File: config.mk
export PLATFORM = sky130hd
export DESIGN_NAME = divu
export DESIGN_NICKNAME = d
export VERILOG_FILES = /design/src/rtl/divu_pkg.sv /design/src/rtl/divu_step.sv /design/src/rtl/divu.sv
export SDC_FILE = /design/constraint.sdc
export NUM_CORES = 1
export LEC_CHECK = 0
export BUFFER_PORTS_ARGS = -buffer_cell sky130_fd_sc_hd__buf_2
export CAP_MARGIN = 20
export CELL_PAD_IN_SITES_DETAIL_PLACEMENT = 1
export CELL_PAD_IN_SITES_GLOBAL_PLACEMENT = 1
export CORE_MARGIN = 2
export CORE_UTILIZATION = 44
export DETAILED_ROUTE_END_ITERATION = 7
export PLACE_DENSITY_LB_ADDON = 0.1
export SLEW_MARGIN = 20
export SYNTH_ARGS = -nofsm -noshare
export SYNTH_HDL_FRONTEND = slang
export SYNTH_SLANG_ARGS = --single-unit
File: constraint.sdc
create_clock -name clk -period 3.04 [get_ports clk]
set_input_delay 0.304 -clock clk [delete_from_list [all_inputs] [get_ports clk]]
set_output_delay 0.304 -clock clk [all_outputs]
set_load 0.005 [all_outputs]
File: src/rtl/divu_pkg.sv
// Shared constants and state encoding for the divu sequential divider.
// The optional divide-by-zero flag is enabled with the DIVU_DBZ_FLAG_EN macro.
package divu_pkg;

    localparam int DIVU_WIDTH = 32;
    localparam int DIVU_CNT_W = 6;

    typedef enum logic {
        IDLE = 1'b0,
        BUSY = 1'b1
    } divu_state_t;

    localparam logic [DIVU_WIDTH-1:0] DIVU_DBZ_QUOT = '1;

endpackage

File: src/rtl/divu_step.sv
// One combinational restoring-division iteration: shift in the next dividend
// bit, trial-subtract the divisor, and record the resulting quotient bit.
module divu_step
    import divu_pkg::*;
#(
    parameter int WIDTH = DIVU_WIDTH
) (
    input  logic [WIDTH:0]   r_i,
    input  logic [WIDTH-1:0] q_i,
    input  logic [WIDTH-1:0] d_i,
    output logic [WIDTH:0]   r_o,
    output logic [WIDTH-1:0] q_o
);

    logic [WIDTH:0] t;
    logic [WIDTH:0] d_ext;

    // R never exceeds D, so its top bit is always zero and is shifted out.
    logic unused_r_msb;
    assign unused_r_msb = r_i[WIDTH];

    always_comb begin
        t     = {r_i[WIDTH-1:0], q_i[WIDTH-1]};
        d_ext = {1'b0, d_i};
        if (t >= d_ext) begin
            r_o = t - d_ext;
            q_o = {q_i[WIDTH-2:0], 1'b1};
        end else begin
            r_o = t;
            q_o = {q_i[WIDTH-2:0], 1'b0};
        end
    end

endmodule

File: src/rtl/divu.sv
// Sequential unsigned divider, one quotient bit per clock (restoring radix-2).
// Define DIVU_DBZ_FLAG_EN to add the div_by_zero output flag.
module divu
    import divu_pkg::*;
#(
    parameter int WIDTH = DIVU_WIDTH
) (
    input  logic             clk,
    input  logic             reset,
    input  logic [WIDTH-1:0] a,
    input  logic [WIDTH-1:0] b,
    input  logic             doDiv,
    output logic [WIDTH-1:0] quotient,
    output logic [WIDTH-1:0] remainder,
    output logic             div_done
`ifdef DIVU_DBZ_FLAG_EN
    ,
    output logic             div_by_zero
`endif
);

    localparam logic [DIVU_CNT_W-1:0] LAST_STEP = DIVU_CNT_W'(WIDTH - 1);

    divu_state_t            state_q, state_d;
    logic [DIVU_CNT_W-1:0]  cnt_q, cnt_d;
    logic [WIDTH:0]         r_q, r_d;
    logic [WIDTH-1:0]       qw_q, qw_d;
    logic [WIDTH-1:0]       dv_q, dv_d;
    logic [WIDTH-1:0]       quot_q, quot_d;
    logic [WIDTH-1:0]       rem_q, rem_d;
    logic                   done_q, done_d;
    logic                   dbz_q, dbz_d;
    logic [WIDTH:0]         r_n;
    logic [WIDTH-1:0]       q_n;

    divu_step #(.WIDTH(WIDTH)) u_step (
        .r_i (r_q),
        .q_i (qw_q),
        .d_i (dv_q),
        .r_o (r_n),
        .q_o (q_n)
    );

    always_comb begin
        state_d = state_q;
        cnt_d   = cnt_q;
        r_d     = r_q;
        qw_d    = qw_q;
        dv_d    = dv_q;
        quot_d  = quot_q;
        rem_d   = rem_q;
        done_d  = done_q;
        dbz_d   = dbz_q;
        case (state_q)
            IDLE: begin
                if (doDiv) begin
                    if (b != '0) begin
                        qw_d    = a;
                        dv_d    = b;
                        r_d     = '0;
                        cnt_d   = '0;
                        done_d  = 1'b0;
                        dbz_d   = 1'b0;
                        state_d = BUSY;
                    end else begin
                        // Divide-by-zero completes on the accepting edge.
                        quot_d = WIDTH'(DIVU_DBZ_QUOT);
                        rem_d  = a;
                        done_d = 1'b1;
                        dbz_d  = 1'b1;
                    end
                end
            end
            BUSY: begin
                r_d   = r_n;
                qw_d  = q_n;
                cnt_d = cnt_q + DIVU_CNT_W'(1);
                if (cnt_q == LAST_STEP) begin
                    quot_d  = q_n;
                    rem_d   = r_n[WIDTH-1:0];
                    done_d  = 1'b1;
                    state_d = IDLE;
                end
            end
            default: state_d = IDLE;
        endcase
    end

    always_ff @(posedge clk) begin
        if (reset) begin
            state_q <= IDLE;
            cnt_q   <= '0;
            quot_q  <= '0;
            rem_q   <= '0;
            done_q  <= 1'b0;
            dbz_q   <= 1'b0;
        end else begin
            state_q <= state_d;
            cnt_q   <= cnt_d;
            quot_q  <= quot_d;
            rem_q   <= rem_d;
            done_q  <= done_d;
            dbz_q   <= dbz_d;
        end
    end

    // Working registers are only meaningful in BUSY and are reloaded on accept.
    always_ff @(posedge clk) begin
        r_q  <= r_d;
        qw_q <= qw_d;
        dv_q <= dv_d;
    end

    assign quotient  = quot_q;
    assign remainder = rem_q;
    assign div_done  = done_q;

`ifdef DIVU_DBZ_FLAG_EN
    assign div_by_zero = dbz_q;
`else
    logic unused_dbz;
    assign unused_dbz = dbz_q;
`endif

endmodule

==> flow_summary.ini <==
[synthesis]
async_reset_ff_share_pct = 0
avgSynthCellArea_um2 = 9.536
ys.flop_type = edfxtp_1
ys_seq_elements = 168
seq_area_frac_synth_pct = 50.95
synth_nets = 991
synth_cells = 890
synth_warnings = 0
synth_area_um2 = 8487
synth-edff-count = 96
yosys.cell_types.count = 62

[timing]
rsz0062_at_grt = yes
fin_ws_ns = 0.08573
fin_skew_ns = 0.01244
hold_violations = 0
min_period_ns = 2.954
slew-limit-headroom_pct = 59.12
fin_crit_sh_pct = 97.18
slew_violations = 0
max_freq_mhz = 338.5
finalSetupViolations = 0
worst_pin_slew_ns = 0.6126

[cts]
cts-root-buf = clkbuf_16
clk_latency_ns = 0.43
cts_tree = built
clk_pin_slew_ns = 0.07
holdBufCountCts = 0
htree_levels = 4
cts.sinks = 168
cts_buffers = 17
clk_path_buf_depth = 2

[detailed_routing]
totalWireLength_um = 26210
via_count = 7390
drt_pass1_iterations = 5
first_iter_violations = 505
drc_errors = 0
vias_per_cell = 5.611
ant_nets = 0
wl_per_cell_um = 19.90

[place]
place_ws_ns = -0.07447
place_congestion = 0.9347
dpl.hpwl_um = 18840
port_buffers = 131

[hold_path]
hold_class = input port to register

[die]
std_cell_rows = 50
core-area_um2 = 18830
die-area_um2 = 20410
initial_utilization_pct = 45.07
fp.dieW_um = 142.9
io_pins = 132
die_y_um = 142.9

[final_layout]
drive_above_1_share_pct = 25.35
fin_util_pct = 56.15
areaGrowthSynthToFinish_pct = 24.58
mostFrequentLayoutCell = buf_2
fin_nets = 1145
antenna_cells = 0
mostFrequentLayoutCells = buf_2 (131), nand2_1 (113), nor2_1 (108)

[worst_setup_path]
cp.arrival_ns = 3.29
cp-start-kind = register
end_kind = register
crit_type = register to register
crit_path_max_fanout = 15
required_ns = 3.37

[outcome]
status = completed

[global_route]
grt_max_degree = 66
grt_util_all_layers_pct = 26.12
grt_pass1_vias = 7430
antenna_found_initial = 0
gr-total-overflow = 0
grt_first_pass_wirelength_um = 40770

[flow_run]
max_cap_viol_count = 0

[pwr]
leakage_nw = 4.578
power_density_nw_per_um2 = 651.1
power_w = 0.006883
irDropWorstVdd_uv = 396.9
sequential cells by signal (all words and copies together) (netlist names):
register / flops
qw_q: 32
state_q: 1
div_done: 1
cnt_q: 6
r_q: 32
quotient: 32
dv_q: 32
remainder: 32
routing by layer:
metal / part of all wire, % / global-route usage, %
met1: 46 / 35.94
met2: 47 / 42.71
met3: 4.7 / 3.622
met4: 2.0 / 8.494
met5: 0 / 0
worst max-delay path, stage by stage, from the launching register on:
cell and delay (ns):
edfxtp_1 0.44, ha_2 0.41, nand4_1 0.25, a2111oi_4 0.49, o311ai_4 0.16, buf_4 0.18
a31oi_4 0.21, buf_12 0.18, and3b_1 0.20, a21oi_2 0.06, a311oi_1 0.28
path summary, 6_finish.rpt:
kind	depth (start not counted)	end	start	slack (ns)
worst max-delay path	10	remainder[11]	r_q[8]	0.09
worst min-delay path	1	dv_q[4]	b[4]	0.06
worst max register to register	10	remainder[11]	r_q[8]	0.09
worst min register to register	2	quotient[18]	quotient[18]	0.50
cell usage after synthesis (4+ instances only):
cell type | number | area (um^2)
nand2_1 | 113 | 424.2
nor2_1 | 110 | 412.9
edfxtp_1 | 96 | 2883
dfxtp_1 | 72 | 1441
inv_1 | 63 | 236.5
a21oi_1 | 54 | 270.3
o21ai_0 | 43 | 215.2
ha_1 | 33 | 412.9
clkbuf_1 | 31 | 116.4
or3_1 | 27 | 168.9
a311oi_1 | 24 | 210.2
nor3_1 | 20 | 100.1
nand4_1 | 16 | 100.1
xnor2_1 | 14 | 122.6
buf_2 | 13 | 65.06
a211oi_1 | 10 | 75.07
a21o_1 | 10 | 75.07
and2_1 | 10 | 62.56
nand3_1 | 9 | 45.04
nor4_1 | 9 | 56.30
xor2_1 | 9 | 78.83
a22o_1 | 7 | 61.31
o21a_1 | 7 | 52.55
a22oi_1 | 6 | 45.04
mux2_2 | 5 | 56.30
a222oi_1 | 4 | 40.04
a31oi_1 | 4 | 25.02
mux2i_1 | 4 | 40.04
o211ai_1 | 4 | 30.03
o21ai_1 | 4 | 20.02
repair_timing:
item | in CTS | in global routing
gates cloned | 0 | 0
hold endpoints to repair | 0 | 0
setup buffers | 0 | 8
setup endpoints to repair | 7 | 28
gates resized for setup | 6 | 33
pin swaps | 2 | 12
area by class of cell:
| cell class | instances | area, um^2 |
|---|---|---|
| repair buffers | 190 | 1156 |
| fillers | 2155 | 8258 |
| multi-input cells | 604 | 3854 |
| flip-flops and latches | 168 | 4324 |
| clock buffers | 20 | 479.2 |
| inverters | 63 | 236.5 |
| clock inverters | 12 | 197.7 |
| well taps | 260 | 325.3 |
cells by family (layout without fill, tap and decap cells):
family,count (synthesis),in the layout,synth area share [%]
AOI/OAI and AO/OA,206,206,16.88
and+or+nand+nor,332,332,17.75
buffers and inverters,118,285,5.808
adders and majority gates,34,34,5.101
xor gates and xnor gates,23,23,2.374
muxes,9,9,1.135
DFF,168,168,50.95
per-stage QoR:
step / instance area (um^2) / hold slack (ns) / std cells / TNS (ns)
detailed placement: 9663 / 0.4894 / 1277 / -0.1654
finish: 10570 / 0.06156 / 1317 / 0
global placement: 9663 / 0.4840 / 1277 / 0
CTS: 10350 / 0.04340 / 1309 / 0
global route: 10570 / 0.05303 / 1317 / -0.07881
floorplan: 8487 / 0.4029 / 890 / 0
where the power goes:
| group | total [W] | switching [W] | internal (W) | leakage (nW) |
|---|---|---|---|---|
| logic | 0.00165 | 0.000981 | 0.000666 | 2.69 |
| registers | 0.00272 | 0.000118 | 0.00261 | 1.55 |
| clock network | 0.00251 | 0.00101 | 0.00151 | 0.332 |
| total | 0.00688 | 0.00210 | 0.00478 | 4.58 |
(Power assumes the default switching activity.)
